<file path="config.mk">
export PLATFORM = sky130hd
export DESIGN_NAME = lattice_readout_flat
export DESIGN_NICKNAME = d
export VERILOG_FILES = /design/src/rtl/lattice_readout_pkg.sv /design/src/rtl/lattice_readout_if.sv /design/src/rtl/lattice_readout_fifo.sv /design/src/rtl/lattice_readout.sv /design/src/flat_wrapper.sv
export SDC_FILE = /design/constraint.sdc
export NUM_CORES = 1
export LEC_CHECK = 0
export CORE_ASPECT_RATIO = 0.6
export CORE_MARGIN = 8
export CORE_UTILIZATION = 40
export DETAILED_ROUTE_END_ITERATION = 10
export HOLD_SLACK_MARGIN = 0.12
export PLACE_DENSITY = 0.69
export SETUP_SLACK_MARGIN = 0.1
export SYNTH_ARGS = -nofsm -noshare
export SYNTH_HDL_FRONTEND = slang
export SYNTH_HIERARCHICAL = 1
export SYNTH_SLANG_ARGS = --single-unit
</file>
<file path="constraint.sdc">
create_clock -name clk -period 3.6 [get_ports clk]
set_clock_uncertainty 0.15 [all_clocks]
set_input_delay 0.72 -clock clk [delete_from_list [all_inputs] [get_ports clk]]
set_output_delay 0.72 -clock clk [all_outputs]
set_load 0.02 [all_outputs]
</file>
<file path="src/rtl/lattice_readout_pkg.sv">
// lattice_readout_pkg
// Shared definitions for the lattice readout slice: default geometry of the
// lattice direction BRAM and the readout FSM state encoding.
// No ports (package).
package lattice_readout_pkg;

  // Default lattice geometry used when the block is instantiated without
  // overrides.
  localparam int ADDRESS_WIDTH_DEF = 8;
  localparam int DATA_WIDTH_DEF    = 16;
  localparam int WIDTH_DEF         = 4;
  localparam int DEPTH_DEF         = 12;

  typedef enum logic [1:0] {
    IDLE  = 2'd0,
    READ  = 2'd1,
    DRAIN = 2'd2,
    DONE  = 2'd3
  } state_t;

endpackage

</file>
<file path="src/rtl/lattice_readout_if.sv">
// lattice_readout_if
// AXI4-Stream style bundle carrying lattice words from the readout block
// to the DMA/host side.
//   tdata  : stream word
//   tvalid : word valid (master drives)
//   tready : sink ready (slave drives)
//   tlast  : row end or frame end marker
//   tuser  : start-of-frame marker
interface lattice_readout_if #(
  parameter int DATA_WIDTH = 16
);

  logic [DATA_WIDTH-1:0] tdata;
  logic                  tvalid;
  logic                  tready;
  logic                  tlast;
  logic                  tuser;

  modport master (
    output tdata,
    output tvalid,
    output tlast,
    output tuser,
    input  tready
  );

  modport slave (
    input  tdata,
    input  tvalid,
    input  tlast,
    input  tuser,
    output tready
  );

endinterface

</file>
<file path="src/rtl/lattice_readout_fifo.sv">
// readout_fifo
// Small synchronous show-ahead FIFO holding captured BRAM words together
// with their tlast/tuser tags. The head entry is visible on dout whenever
// empty is low.
//   clk, rst : clock, synchronous active-low reset (flushes the FIFO)
//   push/din : write one entry (accepted when not full, or full with pop)
//   pop      : consume the head entry (ignored when empty)
//   dout     : head entry
//   full, empty, count : occupancy status
module readout_fifo #(
  parameter int WIDTH       = 18,
  parameter int DEPTH       = 3,
  parameter int COUNT_WIDTH = $clog2(DEPTH + 1)
) (
  input  logic                   clk,
  input  logic                   rst,
  input  logic                   push,
  input  logic [WIDTH-1:0]       din,
  input  logic                   pop,
  output logic [WIDTH-1:0]       dout,
  output logic                   full,
  output logic                   empty,
  output logic [COUNT_WIDTH-1:0] count
);

  localparam int PTR_W = (DEPTH > 1) ? $clog2(DEPTH) : 1;

  logic [WIDTH-1:0] mem [DEPTH];
  logic [PTR_W-1:0] wr_ptr;
  logic [PTR_W-1:0] rd_ptr;
  logic             do_push;
  logic             do_pop;

  assign empty   = (count == '0);
  assign full    = (count == COUNT_WIDTH'(DEPTH));
  assign do_pop  = pop && !empty;
  // A full FIFO can still take a word when the head leaves in the same cycle.
  assign do_push = push && (!full || do_pop);
  assign dout    = mem[rd_ptr];

  // DEPTH need not be a power of two, so pointers wrap explicitly.
  function automatic logic [PTR_W-1:0] ptr_inc(input logic [PTR_W-1:0] p);
    return (p == PTR_W'(DEPTH - 1)) ? '0 : p + 1'b1;
  endfunction

  always_ff @(posedge clk) begin
    if (!rst) begin
      wr_ptr <= '0;
      rd_ptr <= '0;
      count  <= '0;
      for (int i = 0; i < DEPTH; i++) begin
        mem[i] <= '0;
      end
    end else begin
      if (do_push) begin
        mem[wr_ptr] <= din;
        wr_ptr      <= ptr_inc(wr_ptr);
      end
      if (do_pop) begin
        rd_ptr <= ptr_inc(rd_ptr);
      end
      count <= count + COUNT_WIDTH'(do_push) - COUNT_WIDTH'(do_pop);
    end
  end

endmodule

</file>
<file path="src/rtl/lattice_readout.sv">
// lattice_readout
// Sweeps DEPTH cells of a lattice direction BRAM starting at frame_base and
// streams each word out over AXI4-Stream, tagging row ends on tlast and the
// first word of the frame on tuser. Read-only towards the BRAM.
//   clk, rst     : clock, synchronous active-low reset
//   start        : one-cycle frame request (ignored while busy)
//   frame_base   : first BRAM address, sampled with start
//   busy, done   : readout in progress / one-cycle completion pulse
//   ram_addr     : registered BRAM read address
//   ram_en       : registered BRAM read strobe
//   ram_data_out : BRAM read data, valid READ_LATENCY cycles after ram_en
//   m_axis       : stream master (tdata/tvalid/tready/tlast/tuser)
module lattice_readout
  import lattice_readout_pkg::*;
#(
  parameter int ADDRESS_WIDTH = ADDRESS_WIDTH_DEF,
  parameter int DATA_WIDTH    = DATA_WIDTH_DEF,
  parameter int WIDTH         = WIDTH_DEF,
  parameter int DEPTH         = DEPTH_DEF,
  parameter int READ_LATENCY  = 1,
  parameter bit ROW_LAST      = 1'b1
) (
  input  logic                     clk,
  input  logic                     rst,
  input  logic                     start,
  input  logic [ADDRESS_WIDTH-1:0] frame_base,
  output logic                     busy,
  output logic                     done,
  output logic [ADDRESS_WIDTH-1:0] ram_addr,
  output logic                     ram_en,
  input  logic [DATA_WIDTH-1:0]    ram_data_out,
  lattice_readout_if.master        m_axis
);

  localparam int FIFO_DEPTH = READ_LATENCY + 2;
  localparam int CNT_W      = $clog2(FIFO_DEPTH + 1);
  localparam int IDX_W      = $clog2(DEPTH + 1);
  localparam int COL_W      = (WIDTH > 1) ? $clog2(WIDTH) : 1;
  localparam int ENTRY_W    = DATA_WIDTH + 2;

  state_t                   state;
  state_t                   state_next;
  logic [ADDRESS_WIDTH-1:0] base_q;
  logic [IDX_W-1:0]         issue_idx;
  logic [IDX_W-1:0]         cap_idx;
  logic [COL_W-1:0]         cap_col;
  logic [CNT_W-1:0]         in_flight;
  logic [READ_LATENCY-1:0]  rd_pipe;
  logic                     issue;
  logic                     credit_ok;
  logic [CNT_W:0]           occupancy;
  logic                     push;
  logic                     pop;
  logic                     fifo_full;
  logic                     fifo_empty;
  logic [CNT_W-1:0]         fifo_count;
  logic                     cap_last;
  logic                     cap_user;
  logic [ENTRY_W-1:0]       fifo_din;
  logic [ENTRY_W-1:0]       fifo_dout;

  assign pop  = !fifo_empty && m_axis.tready;
  assign push = rd_pipe[READ_LATENCY-1];

  // Every issued read owns a FIFO slot until it leaves on the stream. A beat
  // handshaking this cycle hands its slot back immediately, which is what
  // keeps a FIFO of READ_LATENCY+2 entries running at one beat per cycle.
  assign occupancy = {1'b0, fifo_count} + {1'b0, in_flight} - {{CNT_W{1'b0}}, pop};
  assign credit_ok = !fifo_full && (occupancy < (CNT_W+1)'(FIFO_DEPTH));

  // The first read goes out from the start cycle itself so ram_en appears
  // in the very next cycle.
  always_comb begin
    state_next = state;
    issue      = 1'b0;
    busy       = 1'b1;
    done       = 1'b0;
    case (state)
      IDLE: begin
        busy = 1'b0;
        if (start) begin
          issue      = 1'b1;
          state_next = READ;
        end
      end
      READ: begin
        if (issue_idx == IDX_W'(DEPTH)) begin
          state_next = DRAIN;
        end else if (credit_ok) begin
          issue = 1'b1;
        end
      end
      DRAIN: begin
        // Finish in the cycle the last word handshakes so done follows it
        // directly.
        if ((in_flight == '0) &&
            (fifo_empty || ((fifo_count == CNT_W'(1)) && pop))) begin
          state_next = DONE;
        end
      end
      DONE: begin
        done       = 1'b1;
        state_next = IDLE;
      end
      default: state_next = IDLE;
    endcase
  end

  always_ff @(posedge clk) begin
    if (!rst) begin
      state <= IDLE;
    end else begin
      state <= state_next;
    end
  end

  // Words come back from the BRAM in issue order, so the tags can be worked
  // out at capture time and travel through the FIFO with the data.
  always_comb begin
    cap_user = (cap_idx == '0);
    if (ROW_LAST) begin
      cap_last = (cap_col == COL_W'(WIDTH - 1)) || (cap_idx == IDX_W'(DEPTH - 1));
    end else begin
      cap_last = (cap_idx == IDX_W'(DEPTH - 1));
    end
    fifo_din = {cap_user, cap_last, ram_data_out};
  end

  always_ff @(posedge clk) begin
    if (!rst) begin
      ram_en    <= 1'b0;
      ram_addr  <= '0;
      base_q    <= '0;
      issue_idx <= '0;
      cap_idx   <= '0;
      cap_col   <= '0;
      in_flight <= '0;
      rd_pipe   <= '0;
    end else begin
      ram_en <= issue;
      if (issue) begin
        ram_addr <= (state == IDLE) ? frame_base
                                    : base_q + ADDRESS_WIDTH'(issue_idx);
      end

      if (state == IDLE && start) begin
        base_q    <= frame_base;
        issue_idx <= IDX_W'(1);
        cap_idx   <= '0;
        cap_col   <= '0;
      end else begin
        if (issue) begin
          issue_idx <= issue_idx + 1'b1;
        end
        if (push) begin
          cap_idx <= cap_idx + 1'b1;
          cap_col <= (cap_col == COL_W'(WIDTH - 1)) ? '0 : cap_col + 1'b1;
        end
      end

      // rd_pipe marks the cycle in which a read's data is on ram_data_out;
      // clearing it on reset drops any read still on its way back.
      rd_pipe[0] <= ram_en;
      for (int i = 1; i < READ_LATENCY; i++) begin
        rd_pipe[i] <= rd_pipe[i-1];
      end

      in_flight <= in_flight + CNT_W'(issue) - CNT_W'(push);
    end
  end

  readout_fifo #(
    .WIDTH       (ENTRY_W),
    .DEPTH       (FIFO_DEPTH),
    .COUNT_WIDTH (CNT_W)
  ) u_fifo (
    .clk   (clk),
    .rst   (rst),
    .push  (push),
    .din   (fifo_din),
    .pop   (pop),
    .dout  (fifo_dout),
    .full  (fifo_full),
    .empty (fifo_empty),
    .count (fifo_count)
  );

  // Outputs are forced low while empty so nothing stale appears on the bus.
  assign m_axis.tvalid = !fifo_empty;
  assign m_axis.tdata  = fifo_empty ? '0 : fifo_dout[DATA_WIDTH-1:0];
  assign m_axis.tlast  = !fifo_empty && fifo_dout[DATA_WIDTH];
  assign m_axis.tuser  = !fifo_empty && fifo_dout[DATA_WIDTH+1];

endmodule
</file>
<file path="src/flat_wrapper.sv">
// flat-port wrapper written by rule: the top's interface ports become plain ports
module lattice_readout_flat import lattice_readout_pkg::*;
#(
  parameter int ADDRESS_WIDTH = ADDRESS_WIDTH_DEF,
  parameter int DATA_WIDTH    = DATA_WIDTH_DEF,
  parameter int WIDTH         = WIDTH_DEF,
  parameter int DEPTH         = DEPTH_DEF,
  parameter int READ_LATENCY  = 1,
  parameter bit ROW_LAST      = 1'b1
)
  (clk, rst, start, frame_base, busy, done, ram_addr, ram_en, ram_data_out, m_axis_tdata, m_axis_tvalid, m_axis_tlast, m_axis_tuser, m_axis_tready);
  lattice_readout_if #(.DATA_WIDTH(DATA_WIDTH)) m_axis_i ();
  input  logic clk;
  input  logic rst;
  input  logic start;
  input  logic [ADDRESS_WIDTH-1:0] frame_base;
  output logic busy;
  output logic done;
  output logic [ADDRESS_WIDTH-1:0] ram_addr;
  output logic ram_en;
  input  logic [DATA_WIDTH-1:0] ram_data_out;
  output wire logic [$bits(m_axis_i.tdata)-1:0] m_axis_tdata;
  output wire logic [$bits(m_axis_i.tvalid)-1:0] m_axis_tvalid;
  output wire logic [$bits(m_axis_i.tlast)-1:0] m_axis_tlast;
  output wire logic [$bits(m_axis_i.tuser)-1:0] m_axis_tuser;
  input wire logic [$bits(m_axis_i.tready)-1:0] m_axis_tready;
  assign m_axis_tdata = m_axis_i.tdata;
  assign m_axis_tvalid = m_axis_i.tvalid;
  assign m_axis_tlast = m_axis_i.tlast;
  assign m_axis_tuser = m_axis_i.tuser;
  assign m_axis_i.tready = m_axis_tready;
  lattice_readout #(.ADDRESS_WIDTH(ADDRESS_WIDTH), .DATA_WIDTH(DATA_WIDTH), .WIDTH(WIDTH), .DEPTH(DEPTH), .READ_LATENCY(READ_LATENCY), .ROW_LAST(ROW_LAST)) u_core (.clk(clk), .rst(rst), .start(start), .frame_base(frame_base), .busy(busy), .done(done), .ram_addr(ram_addr), .ram_en(ram_en), .ram_data_out(ram_data_out), .m_axis(m_axis_i));
endmodule
</file>
==> flow_summary.yaml <==
outcome:
  status: "finished clean"
sta:
  hold_violations: 0
  period_minus_slack_ns: 3.35
  setup_violations: 0
  fmax_mhz: 299
  slew_violations: 0
  max-slew-margin-rel: 0.584
  tightestPinTransition_ns: 0.621
  grt_setup_unrepaired: "no"
  worst_slack_ns: 0.253
  fin_crit_sh: 0.930
routing:
  firstDrtPassIters: 4
  drc: 0
  drtAntennaViolNets: 0
  vias: 3380
  drt_iter0_markers: 168
  wl_per_cell_um: 16.7
  wirelength_um: 11100
  vias_per_cell: 5.08
global_route:
  grtUsageTotal: 0.132
  antenna_found_initial: 0
  grt_pass1_wl_um: 18300
  grt_pass1_vias: 3560
  gr-total-overflow: 0
  grt_max_degree: 38
floorplan:
  core_um2: 12900
  io_pins: 58
  dieArea_um2: 17300
  chipHeight_um: 105
  die_x_um: 165
  row_count: 32
  start_util: 0.411
yosys:
  netlist_instances: 423
  synth_top_family_by_area: "simple AND/OR/NAND/NOR gates"
  ys.flop_type: "edfxtp_1"
  synth_top_area_cell: "edfxtp_1"
  synth_warnings: 6
  synth.most_common_cell: "edfxtp_1"
  yosysSeqAreaShare: 0.559
  synth_edf_count: 72
  synth-seq-cells: 112
  synth-simple-area-share: 0.172
  synth-compound-area-share: 0.0809
  syn_area_um2: 5300
  syn_avg_cell_area_um2: 12.5
  yosys-top-cells-area: "edfxtp_1, dfxtp_1, mux4_2"
  synth_common_cells: "edfxtp_1, and2_1, dfxtp_1, nand2_1, nor2b_1"
  synthArstFlopShare: 0
  syn_nets: 472
  synth_xor_area_frac: 0.0149
  synth_cell_types: 60
  synthAdderAreaFrac: 0.0524
  synthMuxAreaShare: 0.0880
  synth_top_area_share: 0.408
clock_network:
  h-tree-depth: 3
  clk_latency_ns: 0.33
  clkTransAtPathRegs_ns: 0.07
  numCtsBuffers: 9
  ctsRootBufferMaster: "clkbuf_16"
  cts_tree: "done"
  hold_buffers: 0
  cts_max_path_buffers: 2
  clock-sinks: 112
finish:
  nets: 540
  nFillCells: 1157
  finish.utilization: 0.502
  area_delta_synth_final_pct: 22.0
  drive_gt1_frac: 0.153
  n_antenna_cell: 0
placement:
  gp_congestion: 0.829
  io_buffers: 57
  pre_cts_ws_ns: -0.365
  dp_hpwl_um: 7640
pwr:
  powerDensity_nw_per_um2: 586
  p_leak_nw: 2.40
  finalPower_mw: 3.79
  peakVddDrop_uv: 248
critical_path:
  cp.required_ns: 3.68
  critical_path.max_fanout: 2
  cp-end-kind: "register"
  crit_arrival_ns: 3.43
  critPathKind: "input port to register"
  crit_path_start_kind: "input port"
hold_path:
  hold_class: "register to register"
flow_run:
  drv_cap: 0
-- final timing paths --
kind | start | end | slack [ns] | cells past startpoint
worst max register to register | u_core/u_fifo/count[1] | u_core/in_flight[1] | 0.40 | 16
worst min-delay path | u_core/ram_addr[1] | u_core/ram_addr[1] | 0.31 | 2
worst min register to register | u_core/ram_addr[1] | u_core/ram_addr[1] | 0.31 | 2
worst max-delay path | m_axis_tready | u_core/in_flight[1] | 0.25 | 16
-- repair_timing --
item,in CTS,in global routing
gates resized for setup,5,0
pin swaps,2,1
setup endpoints to repair,1,1
setup buffers,2,0
-- sequential cells by signal, summed over array words and instances, names as in the netlist, named ones only --
signal                count
u_core/base_q             8
u_core/cap_col            2
u_core/cap_idx            4
u_core/in_flight          2
u_core/issue_idx          4
u_core/push               1
u_core/ram_addr           8
u_core/ram_en             1
u_core/state              2
u_core/u_fifo/count       2
u_core/u_fifo/mem        72
u_core/u_fifo/rd_ptr      2
u_core/u_fifo/wr_ptr      2
-- logic make-up (layout without fill, tap and decap cells) --
family	count (synthesis)	in the layout
adder cells (fa/ha/maj)	21	21
flip-flops	112	112
XOR/XNOR	9	9
AND/OR/NAND/NOR	159	159
buffers and inverters	42	115
multiplexers	24	24
AO/OA/AOI/OAI	56	56
-- layout by cell type (no fill, tap or decap), drive strengths merged, types with 3 or more instances in the layout --
cell / instances
edfxtp: 72
and2: 61
clkdlybuf4s50: 56
dfxtp: 40
nand2: 37
inv: 23
nor2b: 21
buf: 20
ha: 19
mux4: 18
a21boi: 12
nor2: 11
o21ai: 10
clkbuf: 9
a21oi: 7
xnor2: 6
mux2i: 5
nand2b: 5
o211a: 4
clkinvlp: 3
nand3: 3
nand4: 3
o31ai: 3
or3: 3
xor2: 3
a31o: 3
o311ai: 3
nor3: 3
-- power breakdown --
group,leakage (nW),internal (mW),switching (mW)
sequential,1.05,1.51,0.102
clock,0.135,0.539,0.440
combinational,1.21,0.553,0.645
-- final cells by class --
class                      count  area (µm²)  area share
sequential                   112        2960       0.458
multi-input combinational    269        2200       0.340
timing repair buffer          77         719       0.111
clock buffer                   9         225      0.0348
tap                          170         213      0.0329
inverter                      22        82.6      0.0128
clock inverter                 7        70.1      0.0108
-- worst max-delay path, cell delays in order --
cell and delay [ns]:
dlygate4sd2_1 0.25, nor2b_4 0.13, ha_1 0.30, inv_1 0.06, ha_1 0.13, inv_1 0.05, fa_2 0.55, o221ai_4 0.11
o21ai_4 0.18, inv_2 0.05, ha_1 0.27, inv_1 0.04, ha_1 0.18, xnor2_1 0.13, xnor2_1 0.12, and2_1 0.15
-- routing by layer --
metal  up-vias  global-route usage  wire [µm]
met1      1660               0.175       4990
met4         0              0.0429        100
met2        76               0.212       5420
li1       1638                   -          -
met3         6              0.0298        602
met5         -                   0          0
-- per-stage QoR --
step	instances	cell area (µm²)	setup TNS, ns	hold WS [ns]
after floorplan	423	5300	0	0.295
after global placement	648	6140	-0.286	0.309
after detailed placement	648	6140	-0.662	0.309
after CTS	666	6470	0	0.319
after global routing	666	6470	0	0.340
final	666	6470	0	0.314
(Power assumes the default switching activity.)
